**config.mk**
```make
export PLATFORM = sky130hd
export DESIGN_NAME = barrier_ctrl_flat
export DESIGN_NICKNAME = d
export VERILOG_FILES = /design/src/rtl/barrier_if.sv /design/src/rtl/barrier_ctrl.sv /design/src/flat_wrapper.sv
export SDC_FILE = /design/constraint.sdc
export NUM_CORES = 1
export LEC_CHECK = 0
export ABC_CLOCK_PERIOD_IN_PS = 4350
export CORE_MARGIN = 3
export CORE_UTILIZATION = 50
export CTS_BUF_LIST = sky130_fd_sc_hd__clkbuf_2
export CTS_CLUSTER_SIZE = 24
export DETAILED_ROUTE_END_ITERATION = 12
export GPL_ROUTABILITY_DRIVEN = 0
export GPL_TIMING_DRIVEN = 0
export PLACE_DENSITY = 0.8
export SLEW_MARGIN = 30
export SYNTH_ARGS = -nofsm -noshare
export SYNTH_HDL_FRONTEND = slang
export SYNTH_SLANG_ARGS = --single-unit
```
**constraint.sdc**
```tcl
create_clock -name clk -period 4.35 [get_ports clk]
set_input_delay 0.435 -clock clk [delete_from_list [all_inputs] [get_ports clk]]
set_output_delay 0.435 -clock clk [all_outputs]
set_load 0.05 [all_outputs]
```
**src/rtl/barrier_if.sv**
```systemverilog
// Barrier request / release bundle between the
// functional unit, the barrier controller and the scheduler.
interface barrier_if #(
  parameter int NUM_WARPS    = 4,
  parameter int NUM_BARRIERS = 4,
  parameter int NW_BITS      = (NUM_WARPS > 1) ? $clog2(NUM_WARPS) : 1,
  parameter int NB_BITS      = (NUM_BARRIERS > 1) ? $clog2(NUM_BARRIERS) : 1
);
  logic                    bar_valid;
  logic                    bar_ready;
  logic [NW_BITS-1:0]      bar_wid;
  logic [NB_BITS-1:0]      bar_id;
  logic [NW_BITS-1:0]      bar_size_m1;
  logic                    rel_valid;
  logic                    rel_ready;
  logic [NUM_WARPS-1:0]    rel_mask;
  logic [NUM_WARPS-1:0]    stalled_mask;
  logic [NUM_BARRIERS-1:0] active_mask;

  modport master (
    output bar_valid, bar_wid, bar_id, bar_size_m1, rel_ready,
    input  bar_ready, rel_valid, rel_mask, stalled_mask, active_mask
  );

  modport slave (
    input  bar_valid, bar_wid, bar_id, bar_size_m1, rel_ready,
    output bar_ready, rel_valid, rel_mask, stalled_mask, active_mask
  );
endinterface

```
**src/rtl/barrier_ctrl.sv**
```systemverilog
// Per-core warp barrier controller: counts arrivals per
// barrier ID and emits a one-shot release mask.
module barrier_ctrl #(
  parameter int NUM_WARPS    = 4,
  parameter int NUM_BARRIERS = 4,
  parameter int NW_BITS      = (NUM_WARPS > 1) ? $clog2(NUM_WARPS) : 1,
  parameter int NB_BITS      = (NUM_BARRIERS > 1) ? $clog2(NUM_BARRIERS) : 1
) (
  input logic      clk,
  input logic      reset_n,
  barrier_if.slave bif
);

  logic [NW_BITS-1:0]      count_q [NUM_BARRIERS];
  logic [NW_BITS-1:0]      count_d [NUM_BARRIERS];
  logic [NW_BITS-1:0]      size_q  [NUM_BARRIERS];
  logic [NW_BITS-1:0]      size_d  [NUM_BARRIERS];
  logic [NUM_WARPS-1:0]    wait_q  [NUM_BARRIERS];
  logic [NUM_WARPS-1:0]    wait_d  [NUM_BARRIERS];
  logic [NUM_BARRIERS-1:0] active_q, active_d;
  logic [NUM_WARPS-1:0]    stalled_q, stalled_d;
  logic [NUM_WARPS-1:0]    rel_mask_q, rel_mask_d;
  logic                    rel_valid_q, rel_valid_d;

  logic                    bar_ready;
  logic                    accept;
  logic [NW_BITS-1:0]      eff;
  logic                    hit;
  logic [NUM_WARPS-1:0]    wid_oh;

  assign bar_ready = !rel_valid_q || bif.rel_ready;
  assign accept    = bif.bar_valid && bar_ready;
  assign eff       = active_q[bif.bar_id] ? size_q[bif.bar_id]
                                          : bif.bar_size_m1;
  assign hit       = count_q[bif.bar_id] == eff;
  assign wid_oh    = NUM_WARPS'(1) << bif.bar_wid;

  assign bif.bar_ready    = bar_ready;
  assign bif.rel_valid    = rel_valid_q;
  assign bif.rel_mask     = rel_mask_q;
  assign bif.stalled_mask = stalled_q;
  assign bif.active_mask  = active_q;

  // Next state: retire the pending release, then apply any arrival.
  always_comb begin
    count_d     = count_q;
    size_d      = size_q;
    wait_d      = wait_q;
    active_d    = active_q;
    stalled_d   = stalled_q;
    rel_mask_d  = rel_mask_q;
    rel_valid_d = rel_valid_q;
    if (rel_valid_q && bif.rel_ready) begin
      rel_valid_d = 1'b0;
      rel_mask_d  = '0;
    end
    if (accept) begin
      if (!active_q[bif.bar_id])
        size_d[bif.bar_id] = bif.bar_size_m1;
      if (hit) begin
        rel_valid_d           = 1'b1;
        rel_mask_d            = wait_q[bif.bar_id] | wid_oh;
        count_d[bif.bar_id]   = '0;
        wait_d[bif.bar_id]    = '0;
        active_d[bif.bar_id]  = 1'b0;
        stalled_d             = stalled_q & ~wait_q[bif.bar_id];
      end else begin
        count_d[bif.bar_id]   = count_q[bif.bar_id] + NW_BITS'(1);
        wait_d[bif.bar_id]    = wait_q[bif.bar_id] | wid_oh;
        active_d[bif.bar_id]  = 1'b1;
        stalled_d             = stalled_q | wid_oh;
      end
    end
  end

  // State registers; reset drops all waiters and any pending release.
  always_ff @(posedge clk or negedge reset_n) begin
    if (!reset_n) begin
      for (int b = 0; b < NUM_BARRIERS; b++) begin
        count_q[b] <= '0;
        size_q[b]  <= '0;
        wait_q[b]  <= '0;
      end
      active_q    <= '0;
      stalled_q   <= '0;
      rel_mask_q  <= '0;
      rel_valid_q <= 1'b0;
    end else begin
      count_q     <= count_d;
      size_q      <= size_d;
      wait_q      <= wait_d;
      active_q    <= active_d;
      stalled_q   <= stalled_d;
      rel_mask_q  <= rel_mask_d;
      rel_valid_q <= rel_valid_d;
    end
  end

  // A warp already parked at a barrier must not issue another request.
  a_no_double_arrive: assert property (
    @(posedge clk) disable iff (!reset_n)
    !(accept && stalled_q[bif.bar_wid])
  );

endmodule

```
**src/flat_wrapper.sv**
```systemverilog
// flat-port wrapper written by rule: the top's interface ports become plain ports
module barrier_ctrl_flat 
#(
  parameter int NUM_WARPS    = 4,
  parameter int NUM_BARRIERS = 4,
  parameter int NW_BITS      = (NUM_WARPS > 1) ? $clog2(NUM_WARPS) : 1,
  parameter int NB_BITS      = (NUM_BARRIERS > 1) ? $clog2(NUM_BARRIERS) : 1
)
  (clk, reset_n, bif_bar_valid, bif_bar_wid, bif_bar_id, bif_bar_size_m1, bif_rel_ready, bif_bar_ready, bif_rel_valid, bif_rel_mask, bif_stalled_mask, bif_active_mask);
  barrier_if #(.NUM_WARPS(NUM_WARPS), .NUM_BARRIERS(NUM_BARRIERS), .NW_BITS(NW_BITS), .NB_BITS(NB_BITS)) bif_i ();
  input logic clk;
  input logic reset_n;
  input wire logic [$bits(bif_i.bar_valid)-1:0] bif_bar_valid;
  input wire logic [$bits(bif_i.bar_wid)-1:0] bif_bar_wid;
  input wire logic [$bits(bif_i.bar_id)-1:0] bif_bar_id;
  input wire logic [$bits(bif_i.bar_size_m1)-1:0] bif_bar_size_m1;
  input wire logic [$bits(bif_i.rel_ready)-1:0] bif_rel_ready;
  output wire logic [$bits(bif_i.bar_ready)-1:0] bif_bar_ready;
  output wire logic [$bits(bif_i.rel_valid)-1:0] bif_rel_valid;
  output wire logic [$bits(bif_i.rel_mask)-1:0] bif_rel_mask;
  output wire logic [$bits(bif_i.stalled_mask)-1:0] bif_stalled_mask;
  output wire logic [$bits(bif_i.active_mask)-1:0] bif_active_mask;
  assign bif_i.bar_valid = bif_bar_valid;
  assign bif_i.bar_wid = bif_bar_wid;
  assign bif_i.bar_id = bif_bar_id;
  assign bif_i.bar_size_m1 = bif_bar_size_m1;
  assign bif_i.rel_ready = bif_rel_ready;
  assign bif_bar_ready = bif_i.bar_ready;
  assign bif_rel_valid = bif_i.rel_valid;
  assign bif_rel_mask = bif_i.rel_mask;
  assign bif_stalled_mask = bif_i.stalled_mask;
  assign bif_active_mask = bif_i.active_mask;
  barrier_ctrl #(.NUM_WARPS(NUM_WARPS), .NUM_BARRIERS(NUM_BARRIERS), .NW_BITS(NW_BITS), .NB_BITS(NB_BITS)) u_core (.clk(clk), .reset_n(reset_n), .bif(bif_i));
endmodule
```
==> run_summary.xml, run 1 <==
<?xml version="1.0" encoding="UTF-8"?>
<metrics>
  <group name="routing">
    <metric name="routed_wl" unit="mm">4.46</metric>
    <metric name="ant_nets" unit="">0</metric>
    <metric name="route.vias.total" unit="">1514</metric>
    <metric name="avgRoutedWirePerCell" unit="um">16.8</metric>
    <metric name="dr.first_iter.drc_count" unit="">90</metric>
    <metric name="route.detailed.drc" unit="">0</metric>
    <metric name="drt_pass1_iterations" unit="">4</metric>
    <metric name="detail_route.vias_per_cell" unit="">5.69</metric>
  </group>
  <group name="synthesis">
    <metric name="synth_edf_count" unit="">0</metric>
    <metric name="post-synth-top-area-cell" unit="">sky130_fd_sc_hd__dfrtp_1</metric>
    <metric name="yosysWarningCount" unit="">0</metric>
    <metric name="net_count_synth" unit="">195</metric>
    <metric name="synthMostInstantiatedCell" unit="">sky130_fd_sc_hd__dfrtp_1</metric>
    <metric name="yosys-top-cells-area" unit="">sky130_fd_sc_hd__dfrtp_1 (53%), sky130_fd_sc_hd__nand2_1 (7.4%), sky130_fd_sc_hd__o31ai_1 (7.0%), sky130_fd_sc_hd__mux4_2 (6.3%), sky130_fd_sc_hd__mux2_2 (4.2%)</metric>
    <metric name="number_of_distinct_library_cells_after_synthesis" unit="">27</metric>
    <metric name="syn-cell-area" unit="um^2">2140</metric>
    <metric name="synth.yosys.seq_area_share" unit="">0.525</metric>
    <metric name="post_synthesis_cell_count" unit="">185</metric>
    <metric name="yosys.area.top_type_share" unit="">0.525</metric>
    <metric name="synthFlopType" unit="">sky130_fd_sc_hd__dfrtp_1</metric>
    <metric name="yosys_register_bits" unit="">45</metric>
    <metric name="syn_area_per_cell" unit="um^2">11.6</metric>
    <metric name="async_flop_share" unit="">1.00</metric>
    <metric name="synth.top_cells.by_count" unit="">sky130_fd_sc_hd__dfrtp_1 (45), sky130_fd_sc_hd__nand2_1 (42), sky130_fd_sc_hd__o31ai_1 (20)</metric>
  </group>
  <group name="timing">
    <metric name="final_hold_violation_count" unit="">0</metric>
    <metric name="final.setup_skew" unit="ns">0.0271</metric>
    <metric name="total_count_of_max_transition_violations_in_the_final_report" unit="">0</metric>
    <metric name="clock.fmax" unit="MHz">394</metric>
    <metric name="worst_pin_slew" unit="ns">0.560</metric>
    <metric name="setup_total_negative_slack" unit="ns">0</metric>
    <metric name="post-route-min-period" unit="ns">2.54</metric>
    <metric name="final.period_utilization" unit="">0.584</metric>
    <metric name="fin_worst_hold_slack" unit="ns">0.504</metric>
    <metric name="worst_slew_margin_rel" unit="">0.627</metric>
    <metric name="grt_setup_unrepaired" unit="">false</metric>
    <metric name="setup_slack" unit="ns">1.81</metric>
    <metric name="finalSetupViolations" unit="">0</metric>
  </group>
  <group name="global_route">
    <metric name="antenna_found_initial" unit="">0</metric>
    <metric name="groute.usage.overall" unit="">0.201</metric>
    <metric name="via_count_of_the_first_global_routing_pass" unit="">1594</metric>
    <metric name="grt_start_max_net_pins" unit="">46</metric>
    <metric name="grt_first_pass_wirelength" unit="mm">8.00</metric>
    <metric name="globalRouteOverflowTotal" unit="">0</metric>
  </group>
  <group name="power_and_ir_drop">
    <metric name="leakage" unit="nW">1.11</metric>
    <metric name="p_sw_frac" unit="">0.419</metric>
    <metric name="intPower" unit="W">0.00111</metric>
    <metric name="power_frac_comb" unit="">0.501</metric>
    <metric name="power_density" unit="nW/um^2">766</metric>
    <metric name="clock_power_share" unit="">0.120</metric>
    <metric name="seqPwrFrac" unit="">0.379</metric>
    <metric name="power_switching" unit="W">0.000802</metric>
    <metric name="vdd_ir_drop_max" unit="mV">0.464</metric>
    <metric name="design_power_total" unit="W">0.00191</metric>
  </group>
  <group name="critical_path">
    <metric name="worstPathRequired" unit="ns">4.66</metric>
    <metric name="element_type_at_the_critical_path_start" unit="">primary input</metric>
    <metric name="crit_type" unit="">primary input to flip-flop</metric>
    <metric name="path_max_fanout" unit="">10</metric>
    <metric name="critPathArrivalTime" unit="ns">2.85</metric>
    <metric name="worstSetupEndpointType" unit="">flip-flop</metric>
  </group>
  <group name="clock_tree">
    <metric name="cts_tree" unit="">done</metric>
    <metric name="max-clock-path-buffers" unit="">2</metric>
    <metric name="postCtsResizedCells" unit="">0</metric>
    <metric name="clock_latency" unit="ns">0.42</metric>
    <metric name="cts_inserted_buffers" unit="">5</metric>
    <metric name="post_cts.repair.setup_buffers" unit="">0</metric>
    <metric name="cts.reportedPaths.clkPinSlew" unit="ns">0.23</metric>
    <metric name="count_of_hold_fix_buffers_inserted_at_cts" unit="">1</metric>
    <metric name="cts_root_buffer" unit="">sky130_fd_sc_hd__clkbuf_2</metric>
    <metric name="ctsHtreeMaxLevel" unit="">2</metric>
    <metric name="cts_sinks" unit="">45</metric>
  </group>
  <group name="cells_and_area">
    <metric name="post_route_cells_drive_above_1_share" unit="">0.153</metric>
    <metric name="n_antenna_cell" unit="">0</metric>
    <metric name="fillCellCount" unit="">340</metric>
    <metric name="finish.net_count" unit="">225</metric>
    <metric name="final_instance_area" unit="um^2">2500</metric>
    <metric name="syn_to_final_growth" unit="%">16.5</metric>
  </group>
  <group name="die">
    <metric name="initial_core_util" unit="">0.528</metric>
    <metric name="die_height" unit="um">71.5</metric>
    <metric name="floorplan.die.width" unit="um">71.5</metric>
    <metric name="core" unit="um^2">4060</metric>
    <metric name="design.die.area" unit="um^2">5110</metric>
    <metric name="ios" unit="">24</metric>
    <metric name="std_cell_rows" unit="">23</metric>
  </group>
  <group name="placement">
    <metric name="placedInstanceArea" unit="um^2">2420</metric>
    <metric name="dpl.hpwl" unit="mm">3.14</metric>
    <metric name="portBuffers" unit="">22</metric>
    <metric name="dp_slack" unit="ns">1.36</metric>
  </group>
  <group name="hold_path">
    <metric name="hold_path.class" unit="">primary input to async pin</metric>
  </group>
  <group name="run">
    <metric name="timing.max_cap.violations" unit="">0</metric>
  </group>
  <group name="status">
    <metric name="status" unit="">complete, no violations</metric>
  </group>
</metrics>
## path summary, 6_finish.rpt
check,from,end,slack [ns],cells past startpoint
worst max-delay path,bif_bar_id[1],u_core.count_q[3]$_DFFE_PN0P_,1.81,8
worst min-delay path,reset_n,u_core.bif.stalled_mask[2]$_DFFE_PN0P_,0.50,2
worst max register to register,u_core.bif.rel_valid$_DFF_PN0_,u_core.size_q[5]$_DFFE_PN0P_,2.16,6
worst min register to register,u_core.wait_q[14]$_DFFE_PN0P_,u_core.wait_q[14]$_DFFE_PN0P_,0.51,2
max in group asynchronous,reset_n,u_core.count_q[7]$_DFFE_PN0P_,3.44,2
min in group clk,u_core.wait_q[14]$_DFFE_PN0P_,u_core.wait_q[14]$_DFFE_PN0P_,0.51,2
## per-layer routing
| metal | vias up | part of all wire | global-route usage |
|---|---|---|---|
| met5 | - | 0 | 0 |
| met4 | 0 | 0.0092 | 0.0501 |
| met3 | 5 | 0.055 | 0.0477 |
| met2 | 44 | 0.49 | 0.327 |
| met1 | 739 | 0.45 | 0.273 |
| li1 | 726 | - | - |
## cell families after synthesis
family                 count (synthesis)  synth area share
AND/OR/NAND/NOR                       64             0.130
flip-flops                            45             0.525
AO/OA/AOI/OAI                         37             0.117
multiplexers                          23             0.170
buffers and inverters                 13            0.0455
XOR/XNOR                               3            0.0123
## registers in the layout (all words and copies together) (netlist names), named ones only
| signal | cells |
|---|---|
| u_core.size_q | 8 |
| u_core.bif.rel_mask | 4 |
| u_core.count_q | 8 |
| u_core.bif.rel_valid | 1 |
| u_core.wait_q | 16 |
| u_core.bif.stalled_mask | 4 |
## layout make-up
class                      instances  area, um^2  area share
timing repair buffer              23         228      0.0912
clock inverter                     2        33.8      0.0135
sequential                        45        1130       0.451
buffer                            13        97.6      0.0391
tap                               50        62.6      0.0251
multi-input combinational        127         920       0.368
clock buffer                       6        30.0      0.0120
## critical path, cell delays in order
cell	delay, ns
sky130_fd_sc_hd__clkdlybuf4s50_1	0.57
sky130_fd_sc_hd__buf_1	0.46
sky130_fd_sc_hd__mux4_1	0.47
sky130_fd_sc_hd__xor2_1	0.24
sky130_fd_sc_hd__and2_1	0.18
sky130_fd_sc_hd__buf_6	0.13
sky130_fd_sc_hd__buf_6	0.13
sky130_fd_sc_hd__o31ai_1	0.25
## metrics by stage
| step | instances | utilization |
|---|---|---|
| 2_1_floorplan | 185 | - |
| 3_3_place_gp | 257 | 0.598 |
| 3_5_place_dp | 257 | 0.597 |
| 4_1_cts | 266 | 0.615 |
| 5_1_grt | 266 | 0.615 |
| 6_report | 266 | 0.615 |
## cells in the final DEF (no fill, tap or decap), types with 3 or more instances in the layout
cell type                         instances
sky130_fd_sc_hd__mux4_2                   6
sky130_fd_sc_hd__mux2i_1                  6
sky130_fd_sc_hd__clkdlybuf4s50_1         21
sky130_fd_sc_hd__mux4_1                   3
sky130_fd_sc_hd__nor2_1                   8
sky130_fd_sc_hd__mux2_2                   8
sky130_fd_sc_hd__o21ai_0                  3
sky130_fd_sc_hd__a21oi_1                  8
sky130_fd_sc_hd__o31ai_1                 20
sky130_fd_sc_hd__dfrtp_1                 45
sky130_fd_sc_hd__buf_6                    5
sky130_fd_sc_hd__o21ai_1                  3
sky130_fd_sc_hd__nand2_1                 42
sky130_fd_sc_hd__nand3_1                  3
sky130_fd_sc_hd__clkbuf_1                 6
sky130_fd_sc_hd__clkbuf_2                 6
## power by group through the flow
stage                     Sequential [W]  Combinational (W)  Clock, W
final                           0.000724           0.000959  0.000230
after detailed placement        0.000736           0.000963         0
after CTS                       0.000726           0.000966  0.000233
after global routing            0.000754            0.00105  0.000256
after global placement          0.000724           0.000939         0
after floorplan                 0.000877           0.000554         0
(Power assumes the default switching activity.)
==> inputs of run 2 (changes only) <==
- ABC_CLOCK_PERIOD_IN_PS: 4350 -> 2100
- PLACE_DENSITY: 0.8 -> 0.83
- clock period: 4.35 -> 2.1 ns (I/O delays scaled with it)
==> run_summary.xml, run 2 (same netlist as run 1, synthesis figures left out) <==
<?xml version="1.0" encoding="UTF-8"?>
<metrics>
  <group name="status">
    <metric name="status" unit="">finished, violations left</metric>
    <metric name="failed_checks" unit="">setup timing</metric>
  </group>
  <group name="hold_path">
    <metric name="hold_path.class" unit="">primary input to async pin</metric>
  </group>
  <group name="global_route">
    <metric name="globalRouteOverflowTotal" unit="">0</metric>
    <metric name="grt_start_max_net_pins" unit="">46</metric>
    <metric name="antenna_found_initial" unit="">0</metric>
    <metric name="groute.usage.overall" unit="">0.192</metric>
    <metric name="grt_first_pass_wirelength" unit="mm">7.52</metric>
    <metric name="via_count_of_the_first_global_routing_pass" unit="">1599</metric>
  </group>
  <group name="die">
    <metric name="design.die.area" unit="um^2">5110</metric>
    <metric name="ios" unit="">24</metric>
    <metric name="std_cell_rows" unit="">23</metric>
    <metric name="floorplan.die.width" unit="um">71.5</metric>
    <metric name="core" unit="um^2">4060</metric>
    <metric name="die_height" unit="um">71.5</metric>
    <metric name="initial_core_util" unit="">0.528</metric>
  </group>
  <group name="clock_tree">
    <metric name="cts_root_buffer" unit="">sky130_fd_sc_hd__clkbuf_2</metric>
    <metric name="cts_sinks" unit="">45</metric>
    <metric name="cts_tree" unit="">done</metric>
    <metric name="cts_inserted_buffers" unit="">5</metric>
    <metric name="ctsHtreeMaxLevel" unit="">2</metric>
    <metric name="cts.reportedPaths.clkPinSlew" unit="ns">0.22</metric>
    <metric name="clock_latency" unit="ns">0.42</metric>
    <metric name="max-clock-path-buffers" unit="">2</metric>
  </group>
  <group name="critical_path">
    <metric name="worst_path_cell_chain" unit="">mux4_2 -&gt; mux2i_2 -&gt; xor2_1 -&gt; and2_1 -&gt; buf_6 -&gt; buf_6 -&gt; o31ai_1</metric>
    <metric name="cpPeakStageDelay" unit="ns">0.54</metric>
    <metric name="element_type_at_the_critical_path_start" unit="">flip-flop</metric>
    <metric name="worst-r2r-cell-count" unit="">7</metric>
    <metric name="cp_slowest_cell" unit="">sky130_fd_sc_hd__mux4_2</metric>
    <metric name="crit_type" unit="">flip-flop to flip-flop</metric>
    <metric name="crit-reg2reg-capture" unit="">u_core.wait_q[2]$_DFFE_PN0P_</metric>
    <metric name="worstPathRequired" unit="ns">2.44</metric>
    <metric name="worst_path_most_repeated_cell" unit="">sky130_fd_sc_hd__buf_6</metric>
    <metric name="critPathArrivalTime" unit="ns">2.48</metric>
    <metric name="worstSetupEndpointType" unit="">flip-flop</metric>
    <metric name="reg2reg_setup_slack" unit="ns">-0.04</metric>
    <metric name="path_max_fanout" unit="">10</metric>
  </group>
  <group name="timing">
    <metric name="clock.fmax" unit="MHz">467</metric>
    <metric name="grt_setup_unrepaired" unit="">true</metric>
    <metric name="total_count_of_max_transition_violations_in_the_final_report" unit="">0</metric>
    <metric name="final.period_utilization" unit="">1.02</metric>
    <metric name="finalSetupViolations" unit="">7</metric>
    <metric name="final_hold_violation_count" unit="">0</metric>
    <metric name="worst_slew_margin_rel" unit="">0.573</metric>
    <metric name="setup_slack" unit="ns">-0.0426</metric>
    <metric name="worst_pin_slew" unit="ns">0.640</metric>
    <metric name="post-route-min-period" unit="ns">2.14</metric>
    <metric name="final.setup_skew" unit="ns">0.0176</metric>
  </group>
  <group name="routing">
    <metric name="route.vias.total" unit="">1558</metric>
    <metric name="routed_wl" unit="mm">4.85</metric>
    <metric name="drt_pass1_iterations" unit="">4</metric>
    <metric name="avgRoutedWirePerCell" unit="um">17.8</metric>
    <metric name="detail_route.vias_per_cell" unit="">5.73</metric>
    <metric name="dr.first_iter.drc_count" unit="">103</metric>
    <metric name="route.detailed.drc" unit="">0</metric>
    <metric name="ant_nets" unit="">0</metric>
  </group>
  <group name="placement">
    <metric name="placedInstanceArea" unit="um^2">2440</metric>
    <metric name="dp_slack" unit="ns">-0.685</metric>
    <metric name="portBuffers" unit="">22</metric>
    <metric name="dpl.hpwl" unit="mm">3.07</metric>
    <metric name="numPlacedInstances" unit="">257</metric>
  </group>
  <group name="cells_and_area">
    <metric name="final_core_utilization" unit="">0.665</metric>
    <metric name="final_cell_mix" unit="">sky130_fd_sc_hd__nand2_1 (42), sky130_fd_sc_hd__dfrtp_1 (40), sky130_fd_sc_hd__clkdlybuf4s50_1 (21)</metric>
    <metric name="largest-register" unit="">u_core.wait_q</metric>
    <metric name="largest_register_ffs" unit="">16</metric>
    <metric name="n_antenna_cell" unit="">0</metric>
    <metric name="layout_commonest_cell" unit="">sky130_fd_sc_hd__nand2_1</metric>
    <metric name="largest_registers" unit="">u_core.wait_q (16), u_core.count_q (8), u_core.size_q (8)</metric>
    <metric name="post_route_cells_drive_above_1_share" unit="">0.297</metric>
    <metric name="syn_to_final_growth" unit="%">26.0</metric>
    <metric name="finish.net_count" unit="">232</metric>
    <metric name="final_instance_area" unit="um^2">2700</metric>
    <metric name="layout.cells.non_filler" unit="">272</metric>
  </group>
  <group name="power_and_ir_drop">
    <metric name="p_sw_frac" unit="">0.430</metric>
    <metric name="vdd_ir_drop_max" unit="mV">0.852</metric>
    <metric name="power_switching" unit="W">0.00194</metric>
    <metric name="leakage" unit="nW">1.18</metric>
    <metric name="intPower" unit="W">0.00258</metric>
    <metric name="clock_power_share" unit="">0.104</metric>
    <metric name="power_frac_comb" unit="">0.561</metric>
    <metric name="seqPwrFrac" unit="">0.336</metric>
    <metric name="power_density" unit="nW/um^2">1670</metric>
  </group>
  <group name="run">
    <metric name="timing.max_cap.violations" unit="">0</metric>
  </group>
</metrics>
==> run 2: cell types whose count changed in the layout (fill, tap and decap cells not counted), sizes merged <==
| cell | before | now |
|---|---|---|
| buf | 8 | 14 |
==> run 2: metal layers <==
layer	GRT usage	part of all wire	vias to the layer above
li1	-	-	733
met1	0.257	0.41	776
met2	0.311	0.51	40
met3	0.0337	0.055	9
met4	0.0772	0.017	0
met5	0	0	-
==> run 2: repair_timing <==
action | in CTS | in global routing
hold endpoints to repair | 45 | 0
hold buffers | 1 | 0
pin swaps | 1 | 4
resized for setup | 3 | 32
endpoints found under the setup margin | 38 | 34
setup buffers | 5 | 2
==> run 2: area by class of cell <==
type	count	area, um^2
multi-input combinational	127	1050
clock inverter	2	35.0
timing repair buffer	30	280
clock buffer	5	25.0
buffer	13	118
tap	50	62.6
sequential	45	1130
fill	305	1360
==> run 2: power by group through the flow <==
stage	logic, W	clock network [W]	registers [W]
after floorplan	0.00115	0	0.00183
after global placement	0.00194	0	0.00151
after detailed placement	0.00199	0	0.00154
after CTS	0.00213	0.000472	0.00151
after global routing	0.00272	0.000496	0.00157
final	0.00254	0.000468	0.00152
==> run 2: worst max path at each step <==
stage,from,end,slack [ns],cells past startpoint
after floorplan,flip-flop,u_core.wait_q[3]$_DFFE_PN0P_,0.0006,7
after global placement,bif_bar_id[1],u_core.count_q[3]$_DFFE_PN0P_,-0.60,8
after detailed placement,bif_bar_id[1],u_core.count_q[3]$_DFFE_PN0P_,-0.69,8
after CTS,flip-flop,u_core.count_q[3]$_DFFE_PN0P_,0.02,7
after global routing,flip-flop,u_core.count_q[1]$_DFFE_PN0P_,-0.09,7
final,flip-flop,u_core.wait_q[2]$_DFFE_PN0P_,-0.04,7
==> run 2: stage by stage <==
step / power (W) / hold slack, ns / TNS, ns
detailed placement: 0.00353 / 0.245 / -24.09
finish: 0.00452 / 0.273 / -0.109
CTS: 0.00412 / 0.300 / 0
floorplan: 0.00298 / -0.0856 / 0
global route: 0.00479 / 0.305 / -1.57
global placement: 0.00345 / 0.453 / -39.90
==> run 2: worst max-delay path: cells and delay by family (launching register included) <==
family,cells,cell delay [ns]
DFF,1,0.45
AOI/OAI and AO/OA,1,0.26
xor gates and xnor gates,1,0.19
and+or+nand+nor,1,0.18
buffers and inverters,2,0.28
muxes,2,0.72
==> inputs of run 3 (changes only) <==
- CORE_ASPECT_RATIO: default -> 1.5
- SETUP_SLACK_MARGIN: default -> 0.05
- SKIP_LAST_GASP: default -> 1
==> run_summary.xml, run 3 (same netlist as run 1, synthesis figures left out) <==
<?xml version="1.0" encoding="UTF-8"?>
<metrics>
  <group name="cells_and_area">
    <metric name="fillCellCount" unit="">320</metric>
    <metric name="n_antenna_cell" unit="">0</metric>
    <metric name="largest_register_ffs" unit="">16</metric>
    <metric name="layout.cells.non_filler" unit="">273</metric>
    <metric name="final_instance_area" unit="um^2">2630</metric>
    <metric name="final_cell_mix" unit="">sky130_fd_sc_hd__nand2_1 (42), sky130_fd_sc_hd__dfrtp_1 (40), sky130_fd_sc_hd__clkdlybuf4s50_1 (20)</metric>
    <metric name="largest-register" unit="">u_core.wait_q</metric>
    <metric name="syn_to_final_growth" unit="%">22.5</metric>
    <metric name="post_route_cells_drive_above_1_share" unit="">0.263</metric>
    <metric name="largest_registers" unit="">u_core.wait_q (16), u_core.count_q (8), u_core.size_q (8)</metric>
    <metric name="layout_commonest_cell" unit="">sky130_fd_sc_hd__nand2_1</metric>
    <metric name="finish.net_count" unit="">237</metric>
  </group>
  <group name="routing">
    <metric name="dr.first_iter.drc_count" unit="">80</metric>
    <metric name="drt_pass1_iterations" unit="">4</metric>
    <metric name="detail_route.vias_per_cell" unit="">5.90</metric>
    <metric name="ant_nets" unit="">0</metric>
    <metric name="routed_wl" unit="mm">4.75</metric>
    <metric name="route.vias.total" unit="">1611</metric>
    <metric name="route.detailed.drc" unit="">0</metric>
    <metric name="avgRoutedWirePerCell" unit="um">17.4</metric>
  </group>
  <group name="clock_tree">
    <metric name="ctsHtreeMaxLevel" unit="">2</metric>
    <metric name="cts_root_buffer" unit="">sky130_fd_sc_hd__clkbuf_2</metric>
    <metric name="cts_inserted_buffers" unit="">5</metric>
    <metric name="cts_tree" unit="">done</metric>
    <metric name="clock_latency" unit="ns">0.43</metric>
    <metric name="max-clock-path-buffers" unit="">2</metric>
    <metric name="cts_sinks" unit="">45</metric>
    <metric name="cts.reportedPaths.clkPinSlew" unit="ns">0.23</metric>
  </group>
  <group name="placement">
    <metric name="numPlacedInstances" unit="">252</metric>
    <metric name="placedInstanceArea" unit="um^2">2430</metric>
    <metric name="dpl.hpwl" unit="mm">3.13</metric>
    <metric name="portBuffers" unit="">22</metric>
  </group>
  <group name="status">
    <metric name="failed_checks" unit="">setup timing</metric>
    <metric name="status" unit="">finished, violations left</metric>
  </group>
  <group name="timing">
    <metric name="worst_slew_margin_rel" unit="">0.607</metric>
    <metric name="final_hold_violation_count" unit="">0</metric>
    <metric name="setup_slack" unit="ns">-0.0518</metric>
    <metric name="finalSetupViolations" unit="">22</metric>
    <metric name="total_count_of_max_transition_violations_in_the_final_report" unit="">0</metric>
    <metric name="post-route-min-period" unit="ns">2.15</metric>
    <metric name="final.period_utilization" unit="">1.02</metric>
    <metric name="clock.fmax" unit="MHz">465</metric>
    <metric name="final.setup_skew" unit="ns">0.0222</metric>
    <metric name="grt_setup_unrepaired" unit="">true</metric>
    <metric name="worst_pin_slew" unit="ns">0.590</metric>
  </group>
  <group name="global_route">
    <metric name="grt_start_max_net_pins" unit="">46</metric>
    <metric name="groute.usage.overall" unit="">0.208</metric>
    <metric name="globalRouteOverflowTotal" unit="">0</metric>
    <metric name="antenna_found_initial" unit="">0</metric>
    <metric name="via_count_of_the_first_global_routing_pass" unit="">1625</metric>
    <metric name="grt_first_pass_wirelength" unit="mm">8.00</metric>
  </group>
  <group name="critical_path">
    <metric name="worst_path_most_repeated_cell" unit="">sky130_fd_sc_hd__buf_6</metric>
    <metric name="critPathArrivalTime" unit="ns">2.47</metric>
    <metric name="worstSetupEndpointType" unit="">flip-flop</metric>
    <metric name="path_max_fanout" unit="">10</metric>
    <metric name="worstPathRequired" unit="ns">2.42</metric>
    <metric name="element_type_at_the_critical_path_start" unit="">flip-flop</metric>
    <metric name="worst_path_cell_chain" unit="">mux4_2 -&gt; mux2i_1 -&gt; xor2_1 -&gt; and2_1 -&gt; buf_6 -&gt; buf_6 -&gt; o21ai_1</metric>
    <metric name="crit_type" unit="">flip-flop to flip-flop</metric>
    <metric name="cp_slowest_cell" unit="">sky130_fd_sc_hd__mux4_2</metric>
    <metric name="cpPeakStageDelay" unit="ns">0.53</metric>
  </group>
  <group name="die">
    <metric name="core" unit="um^2">4030</metric>
    <metric name="die_height" unit="um">86.2</metric>
    <metric name="design.die.area" unit="um^2">5120</metric>
    <metric name="ios" unit="">24</metric>
    <metric name="floorplan.die.width" unit="um">59.5</metric>
    <metric name="std_cell_rows" unit="">28</metric>
    <metric name="initial_core_util" unit="">0.532</metric>
  </group>
  <group name="power_and_ir_drop">
    <metric name="leakage" unit="nW">1.19</metric>
    <metric name="vdd_ir_drop_max" unit="mV">1.10</metric>
    <metric name="power_density" unit="nW/um^2">1650</metric>
  </group>
  <group name="run">
    <metric name="timing.max_cap.violations" unit="">0</metric>
  </group>
  <group name="hold_path">
    <metric name="hold_path.class" unit="">primary input to async pin</metric>
  </group>
</metrics>
-- run 3: changes by cell type in the layout (fill, tap and decap cells not counted), sizes merged --
cell	previous run	this run
buf	14	20
clkdlybuf4s50	21	20
dlymetal6s2s	0	1
-- run 3: cell type report --
type / count / area, um^2 / share of cell area
sequential: 45 / 1130 / 0.431
buffer: 13 / 105 / 0.0400
tap: 45 / 56.3 / 0.0214
clock buffer: 6 / 30.0 / 0.0114
multi-input combinational: 127 / 947 / 0.361
timing repair buffer: 35 / 320 / 0.122
clock inverter: 2 / 35.0 / 0.0133
-- run 3: critical path, delay by kind of cell, from the launching register on --
| family | cells | cell delay (ns) |
|---|---|---|
| muxes | 2 | 0.74 |
| DFF | 1 | 0.46 |
| xor gates and xnor gates | 1 | 0.29 |
| buffers and inverters | 2 | 0.27 |
| and+or+nand+nor | 1 | 0.19 |
| AOI/OAI and AO/OA | 1 | 0.08 |
-- run 3: metal layers --
layer  global-route usage  part of all wire  vias to the layer above
li1                     -                 -                      747
met1                0.252              0.38                      810
met2                0.366              0.56                       48
met3               0.0313             0.046                        6
met4               0.0763             0.014                        0
met5                    0                 0                        -
-- run 3: worst paths after layout --
path | slack [ns] | depth (start not counted) | end
min in group clk | 0.31 | 4 | u_core.count_q[2]$_DFFE_PN0P_
worst min-delay path | 0.28 | 2 | u_core.wait_q[11]$_DFFE_PN0P_
worst max-delay path | -0.05 | 7 | flip-flop
worst min register to register | 0.51 | 2 | u_core.wait_q[3]$_DFFE_PN0P_
max in group asynchronous | 1.40 | 2 | async pin
worst max register to register | -0.05 | 7 | flip-flop
-- run 3: power by group --
part | internal, W | switching, W
registers | 0.00128 | 0.000214
logic | 0.00108 | 0.00128
clock network | 0.000205 | 0.000283
total | 0.00256 | 0.00178
-- run 3: timing repair --
item / CTS / global route
setup endpoints to repair: 38 / 40
pin swaps: 1 / 1
endpoints found under the hold margin: 45 / 0
gates resized for setup: 4 / 4
hold buffers: 1 / 0
buffers inserted: 9 / 3
-- run 3: metrics by stage --
stage | setup TNS [ns] | hold slack [ns] | util | setup slack (ns) | power (W)
2_1_floorplan | 0 | -0.0856 | - | 0.0148 | 0.00299
3_3_place_gp | -41.43 | 0.452 | 0.605 | -0.640 | 0.00347
3_5_place_dp | -25.18 | 0.246 | 0.604 | -0.682 | 0.00353
4_1_cts | -0.0355 | 0.284 | 0.643 | -0.0142 | 0.00422
5_1_grt | -4.44 | 0.293 | 0.652 | -0.167 | 0.00463
6_report | -0.617 | 0.278 | 0.652 | -0.0518 | 0.00434
